[src/rtl/multicycle_control_unit.sv]
// Multi-cycle control FSM: sequences fetch/decode/execute/memory/writeback.
// Optional jump support is compiled in when MCU_JUMP_EN is defined.
module multicycle_control_unit #(
    parameter int OPCODE_W = 6,
    parameter int ALUOP_W  = 3,
    parameter int CNT_W    = 32,
    parameter logic [OPCODE_W-1:0] OP_RTYPE = 0,
    parameter logic [OPCODE_W-1:0] OP_LW    = 1,
    parameter logic [OPCODE_W-1:0] OP_SW    = 2,
    parameter logic [OPCODE_W-1:0] OP_BEQ   = 3,
    parameter logic [OPCODE_W-1:0] OP_ADDI  = 4,
    parameter logic [OPCODE_W-1:0] OP_J     = 5
) (
    input  logic                clk,
    input  logic                rst_n,
    input  logic [OPCODE_W-1:0] opcode,
    input  logic                zero,
    input  logic                mem_ready,
    output logic                mem_req,
    output logic                mem_we,
    output logic                i_or_d,
    output logic                ir_we,
    output logic                pc_we,
    output logic [1:0]          pc_src,
    output logic                rf_we,
    output logic                rf_dsel,
    output logic                mto_rfsel,
    output logic                alu_a_sel,
    output logic [1:0]          alu_b_sel,
    output logic [ALUOP_W-1:0]  alu_op,
    output logic                illegal,
    output logic [CNT_W-1:0]    retired,
    output logic [3:0]          state_dbg
);

    typedef enum logic [3:0] {
        IDLE   = 4'd0,
        FETCH  = 4'd1,
        DECODE = 4'd2,
        MEMADR = 4'd3,
        MEMRD  = 4'd4,
        MEMWB  = 4'd5,
        MEMWR  = 4'd6,
        EXEC   = 4'd7,
        ALUWB  = 4'd8,
        BRANCH = 4'd9,
        ADDIEX = 4'd10,
        ADDIWB = 4'd11,
`ifdef MCU_JUMP_EN
        JUMP   = 4'd12,
`endif
        TRAP   = 4'd13
    } state_t;

    localparam logic [ALUOP_W-1:0] ALU_ADD = 0;
    localparam logic [ALUOP_W-1:0] ALU_SUB = 1;
    localparam logic [ALUOP_W-1:0] ALU_FN  = 3;
    localparam logic [CNT_W-1:0]   CNT_ONE = 1;

    state_t           state;
    state_t           state_n;
    logic             retire;
    logic             is_lw_q;
    logic [CNT_W-1:0] retired_q;

    assign retired   = retired_q;
    assign state_dbg = state;

    // State register, retire counter and lw/sw choice latched at decode
    always_ff @(posedge clk) begin
        if (!rst_n) begin
            state     <= IDLE;
            retired_q <= '0;
            is_lw_q   <= 1'b0;
        end else begin
            state <= state_n;
            if (retire) begin
                retired_q <= retired_q + CNT_ONE;
            end
            if (state == DECODE) begin
                is_lw_q <= (opcode == OP_LW);
            end
        end
    end

    // Next-state and Moore outputs; FETCH/BRANCH gate PC/IR writes on inputs
    always_comb begin
        state_n   = state;
        retire    = 1'b0;
        mem_req   = 1'b0;
        mem_we    = 1'b0;
        i_or_d    = 1'b0;
        ir_we     = 1'b0;
        pc_we     = 1'b0;
        pc_src    = 2'd0;
        rf_we     = 1'b0;
        rf_dsel   = 1'b0;
        mto_rfsel = 1'b0;
        alu_a_sel = 1'b0;
        alu_b_sel = 2'd0;
        alu_op    = ALU_ADD;
        illegal   = 1'b0;
        unique case (state)
            IDLE: begin
                state_n = FETCH;
            end
            FETCH: begin
                mem_req   = 1'b1;
                alu_b_sel = 2'd1;
                if (mem_ready) begin
                    ir_we   = 1'b1;
                    pc_we   = 1'b1;
                    state_n = DECODE;
                end
            end
            DECODE: begin
                alu_b_sel = 2'd3;
                unique case (1'b1)
                    (opcode == OP_LW),
                    (opcode == OP_SW):    state_n = MEMADR;
                    (opcode == OP_RTYPE): state_n = EXEC;
                    (opcode == OP_BEQ):   state_n = BRANCH;
                    (opcode == OP_ADDI):  state_n = ADDIEX;
`ifdef MCU_JUMP_EN
                    (opcode == OP_J):     state_n = JUMP;
`else
                    (opcode == OP_J):     state_n = TRAP;
`endif
                    default:              state_n = TRAP;
                endcase
            end
            MEMADR: begin
                alu_a_sel = 1'b1;
                alu_b_sel = 2'd2;
                state_n   = is_lw_q ? MEMRD : MEMWR;
            end
            MEMRD: begin
                mem_req = 1'b1;
                i_or_d  = 1'b1;
                if (mem_ready) begin
                    state_n = MEMWB;
                end
            end
            MEMWB: begin
                rf_we     = 1'b1;
                mto_rfsel = 1'b1;
                retire    = 1'b1;
                state_n   = FETCH;
            end
            MEMWR: begin
                mem_req = 1'b1;
                mem_we  = 1'b1;
                i_or_d  = 1'b1;
                if (mem_ready) begin
                    retire  = 1'b1;
                    state_n = FETCH;
                end
            end
            EXEC: begin
                alu_a_sel = 1'b1;
                alu_op    = ALU_FN;
                state_n   = ALUWB;
            end
            ALUWB: begin
                rf_we   = 1'b1;
                rf_dsel = 1'b1;
                retire  = 1'b1;
                state_n = FETCH;
            end
            BRANCH: begin
                alu_a_sel = 1'b1;
                alu_op    = ALU_SUB;
                pc_src    = 2'd1;
                pc_we     = zero;
                retire    = 1'b1;
                state_n   = FETCH;
            end
            ADDIEX: begin
                alu_a_sel = 1'b1;
                alu_b_sel = 2'd2;
                state_n   = ADDIWB;
            end
            ADDIWB: begin
                rf_we   = 1'b1;
                retire  = 1'b1;
                state_n = FETCH;
            end
`ifdef MCU_JUMP_EN
            JUMP: begin
                pc_src  = 2'd2;
                pc_we   = 1'b1;
                retire  = 1'b1;
                state_n = FETCH;
            end
`endif
            TRAP: begin
                illegal = 1'b1;
            end
            default: begin
                state_n = IDLE;
            end
        endcase
    end

endmodule

[config.mk]
export PLATFORM = sky130hd
export DESIGN_NAME = multicycle_control_unit
export DESIGN_NICKNAME = d
export VERILOG_FILES = /design/src/rtl/multicycle_control_unit.sv
export SDC_FILE = /design/constraint.sdc
export NUM_CORES = 1
export LEC_CHECK = 0
export BUFFER_PORTS_ARGS = -buffer_cell sky130_fd_sc_hd__buf_4
export CAP_MARGIN = 20
export CORE_MARGIN = 5
export CORE_UTILIZATION = 50
export DETAILED_ROUTE_END_ITERATION = 7
export PLACE_DENSITY_LB_ADDON = 0.08
export SLEW_MARGIN = 10
export SYNTH_ARGS = -nofsm -noshare
export SYNTH_HDL_FRONTEND = slang
export SYNTH_SLANG_ARGS = --single-unit
export TNS_END_PERCENT = 5
[constraint.sdc]
create_clock -name clk -period 4.67 [get_ports clk]
set_input_delay 0 -clock clk [delete_from_list [all_inputs] [get_ports clk]]
set_output_delay 0 -clock clk [all_outputs]
set_load 0.005 [all_outputs]
# == Word-level counts from Yosys, hierarchy flattened ==
# Cells that the tools add are included.
# totals
ff_bits,37
in_bits,10
output_inout_bits,53
elab_cells,56
# op_classes
n_addsub,1
eq_ne,19
mux,21
n_bitwise,1
n_reduce_logical,11
# op_table
cell,n
one-hot mux 4 bit (9 select lines),1
"adder 32 x 1 -> 32 bit, second input constant",1
"== test 4 bit, second input constant",5
"== test 4 x 3 -> 1 bit, second input constant",4
one-hot mux 4 bit (4 select lines),1
"== test 6 x 2 -> 1 bit, second input constant",2
two-way mux 4 bit,3
two-way mux 1 bit,11
"== test 4 x 2 -> 1 bit, second input constant",2
OR reduction 4 bit,2
"== test 6 x 1 -> 1 bit, second input constant",1
"== test 6 x 3 -> 1 bit, second input constant",1
logical NOT 6 bit,1
"inequality test 2 bit, second input constant",3
one-hot mux 2 bit (3 select lines),1
OR reduction 2 bit,3
OR reduction 3 bit,2
OR reduction 5 bit,1
"== test 4 x 1 -> 1 bit, second input constant",1
logical NOT 4 bit,1
one-hot mux 1 bit (2 select lines),2
one-hot mux 2 bit (2 select lines),1
AND reduction 4 bit,1
two-way mux 2 bit,1
NOT 1 bit,1

# == Longest topological paths before layout ==
# depth
depth_word,4
ltp_mapped,7
mapped_depth_nobuf,6

# == Worst setup path after synthesis ==
# Ideal clock, no wire load.
# synth_path
path_type,register to register
from,reg retired_q[2] (netlist: retired[2])
to,reg retired_q[30] (netlist: retired[30])
setup_ns,0.070
t_arrival_ns,2.087
slack_ns,2.513
stages_incl_launch_ff,7
period_less_slack_ns,2.157
path_cell_list,dfxtp_1 -> and4_4 -> nand4_4 -> or4_1 -> buf_2 -> or4_1 -> a21oi_1
# synth_between
elab_chain_len,1
# synth_lines
item,line_no,rtl
"start, declared",64,logic [CNT_W-1:0] retired_q;
"start signal, assigned",78,retired_q <= retired_q + CNT_ONE;
adder 32 x 1 -> 32 bit,78,
# No other way between the ends.
# A chain may end at the register's enable or synchronous reset.

# == Worst setup path in the final report ==
# layout_path
from,reg state[0] (netlist: state_dbg[0])
to,reg retired_q[23] (netlist: retired[23])
# layout_between
elab_chain_len,3
elab_cells_between_ends,7
cone_classes,eq/ne: 5; mux: 1; reduce/logical: 1
# layout_lines
item,line_no,rtl
"start, declared",60,state_t state;
"start signal, assigned",76,state <= state_n;
== test 4 bit / == test 4 x 3 -> 1 bit (equally long branches),103,unique case (state)
OR reduction 4 bit (no line),--,
one-hot mux 1 bit (2 select lines) (*),103,
# Mark *: on every way between the ends. The rest lies on a longest branch, timed or not.

==> out/results.ini <==
[floorplanning]
ios=63
num_rows=23
fp.dieH_um=75.4
start_util_pct=52.4
die_w_um=75.4
core_area_sq_um=4090
die_area_sq_um=5690

[synthesis]
synthAdderAreaFrac_pct=0.584
synth_top_family_by_area=simple AND/OR/NAND/NOR gates
synth-edff-count=0
yosys-top-cells-area=dfxtp_1 35%, nor2_1 6.3%, xor2_1 4.5%
synthSimpleGateAreaFrac_pct=28.8
syn_avg_cell_area_sq_um=7.93
yosys_warnings=0
yosys_register_bits=37
synth_xor_area_share_pct=7.77
syn_inst=270
synthTopCellsByCount=37 x dfxtp_1, 36 x nor2_1, 18 x a21oi_1, 17 x nand2_1, 15 x clkbuf_1
synth_top_cell_area_share_pct=34.6
synth_compound_area_share_pct=21.9
async_flop_share_pct=0
synth_mux_area_share_pct=1.40
synth.distinct_cells=51
syn_area_sq_um=2140
yosysSeqAreaShare_pct=34.6
ys.flop_type=dfxtp_1
synthMostInstantiatedCell=dfxtp_1
synth.largest_area_cell=dfxtp_1

[grt]
grt_pass1_vias=2013
grt_max_degree=35
antenna_found_initial=0
grtUsageTotal_pct=21.0
grt_remaining_overflow=0
grt_pass1_wl_um=9410

[setup_path]
crit_type=reg2reg
rr_worst_depth=5
crit_arrival_ns=3.16
crit_path_end_kind=register
r2r-end=retired[23]
regToRegSetupSlack_ns=1.71
cp_data_required_time_ns=4.87
path_max_fanout=20
crit-reg2reg-launch=state_dbg[0]
startpoint_type=register

[power_and_ir_drop]
powerDensity_nw_per_um2=234
ir_worst_vdd_uv=172
combPwrFrac_pct=12.0
p_leak_nw=0.975
power_frac_clock_pct=35.2
switchingPower_w=0.000169
p_int_w=0.000458
p_sw_share_pct=26.9
pwr-share-seq_pct=52.8

[sta]
slew_viol_final=0
rsz0062_at_grt=false
hold_ws_ns=0.105
max_freq_mhz=338
slew-limit-headroom_pct=34.6
finalCritPeriodShare_pct=63.4
fin_tns_setup_ns=0
period_needed_ns=2.96
finalClockSkew_ns=0.00521
hold_viol_final=0
finalSetupViolations=0
worst_pin_slew_ns=0.975

[min_path]
hp-start=opcode[2]
min_path_cells=4
min_to=is_lw_q
holdCritPathClass=in2reg

[routing]
vias=2177
dr.pass1.iters=4
drt-total-wl_um=5570
via_per_inst=5.85
wl_per_cell_um=15.0
drc=0
first_iter_violations=205
detail-route-antenna-nets=0

[layout]
area_growth_pct=25.1
diodes=0
drive_above_1_share_pct=23.0
nets=332

[placed_design]
gp_congestion=0.779
dp_hpwl_um=3920
io_buffers=60

[clock_network]
insertion_delay_ns=0.29
clkSinkCount=37
path_clk_slew_ns=0.08
clockBufferDepth=2
root_buffer=clkbuf_8
htreeDepth=2
cts_setup_buffers=0
cts_inserted_buffers=5
cts_tree=built

[outcome]
outcome=complete, no violations

[job]
maxCapViolations=0

## power groups by stage
stage                     Clock (W)  Sequential [W]  Combinational [W]
after CTS                  0.000228        0.000331          0.0000753
after global routing       0.000243        0.000333          0.0000841
after global placement            0        0.000338          0.0000736
after floorplan                   0        0.000329          0.0000524
final                      0.000221        0.000331          0.0000750
after detailed placement          0        0.000339          0.0000744
## through the flow
| stage | std cells | total power (W) | setup WS (ns) | util (%) | cell area, sq um |
|---|---|---|---|---|---|
| 6_report | 372 | 0.000628 | 1.71 | 65.5 | 2680 |
| 5_1_grt | 372 | 0.000661 | 1.30 | 65.5 | 2680 |
| 4_1_cts | 372 | 0.000634 | 1.74 | 65.5 | 2680 |
| 3_5_place_dp | 363 | 0.000413 | 1.80 | 63.2 | 2580 |
| 3_3_place_gp | 363 | 0.000412 | 1.92 | 63.2 | 2580 |
| 2_1_floorplan | 271 | 0.000381 | 2.51 | - | 2140 |
## registers in the layout (all words and copies together), names as in the netlist
name       count
state_dbg      4
is_lw_q        1
retired       32
## routing by layer
layer | GRT usage [%] | part of all wire [%]
met1 | 27.6 | 45
met2 | 34.5 | 49
met3 | 4.22 | 5.7
met4 | 6.41 | 0.86
met5 | 0 | 0
## how the worst max path moves through the flow
stage                 start     endpoint  slack, ns
6_report       state_dbg[0]  retired[23]       1.71
5_1_grt        state_dbg[0]  retired[23]       1.30
4_1_cts        state_dbg[0]  retired[23]       1.74
3_5_place_dp   state_dbg[0]  retired[23]       1.80
3_3_place_gp   state_dbg[0]  retired[20]       1.92
2_1_floorplan    retired[2]  retired[30]       2.51
## cells by family (layout without fill, tap and decap cells)
kind of cell / count (synthesis) / in the layout
buf+inv: 25 / 76
mux: 3 / 3
fa+ha+maj: 1 / 1
compound gates: 70 / 70
simple gates: 114 / 114
flops: 37 / 37
xor+xnor: 19 / 19
other cells: 1 / 2
## final cells by class
cell class | count | area (sq um)
Fill cell | 392 | 1410
Sequential cell | 37 | 741
Inverter | 7 | 26.3
Tap cell | 50 | 62.6
Multi-Input combinational cell | 209 | 1300
Timing Repair Buffer | 61 | 460
Clock buffer | 5 | 68.8
Clock inverter | 3 | 17.5
## timing repair
| action | CTS | global route |
|---|---|---|
| resized for setup | 0 | 0 |
| hold endpoints to repair | 1 | 0 |
| hold buffers | 1 | 0 |
## critical path, stage by stage, from the launching register on
cell and delay (ns):
dfxtp_1 0.67, nand2b_1 0.24, a21oi_1 0.81, o21ai_1 0.43
or4_1 0.58, a21oi_1 0.15
## cells in the final DEF (no fill, tap or decap), types with 2 or more instances in the layout
cell       Yosys  layout
buf_4          2      60
dfxtp_1       37      37
nor2_1        36      36
a21oi_1       18      18
nand2_1       17      17
xor2_1        11      11
o21ai_0       11      11
or4_1         11      11
nand4_1       10      10
nand2b_1       9       9
xnor2_1        8       8
o31ai_1        8       8
nand3_1        7       7
inv_1          6       6
a2111oi_0      5       5
o2111ai_1      5       5
o211ai_1       5       5
clkbuf_8       0       5
nor3_1         4       4
or3_1          4       4
and2_1         3       3
a211oi_1       3       3
mux2i_1        3       3
a21o_1         2       2
o22ai_1        2       2
a21boi_0       2       2
and4_1         2       2
conb_1         1       2
clkinv_2       0       2
No activity file was read; power rests on OpenSTA's default activity.
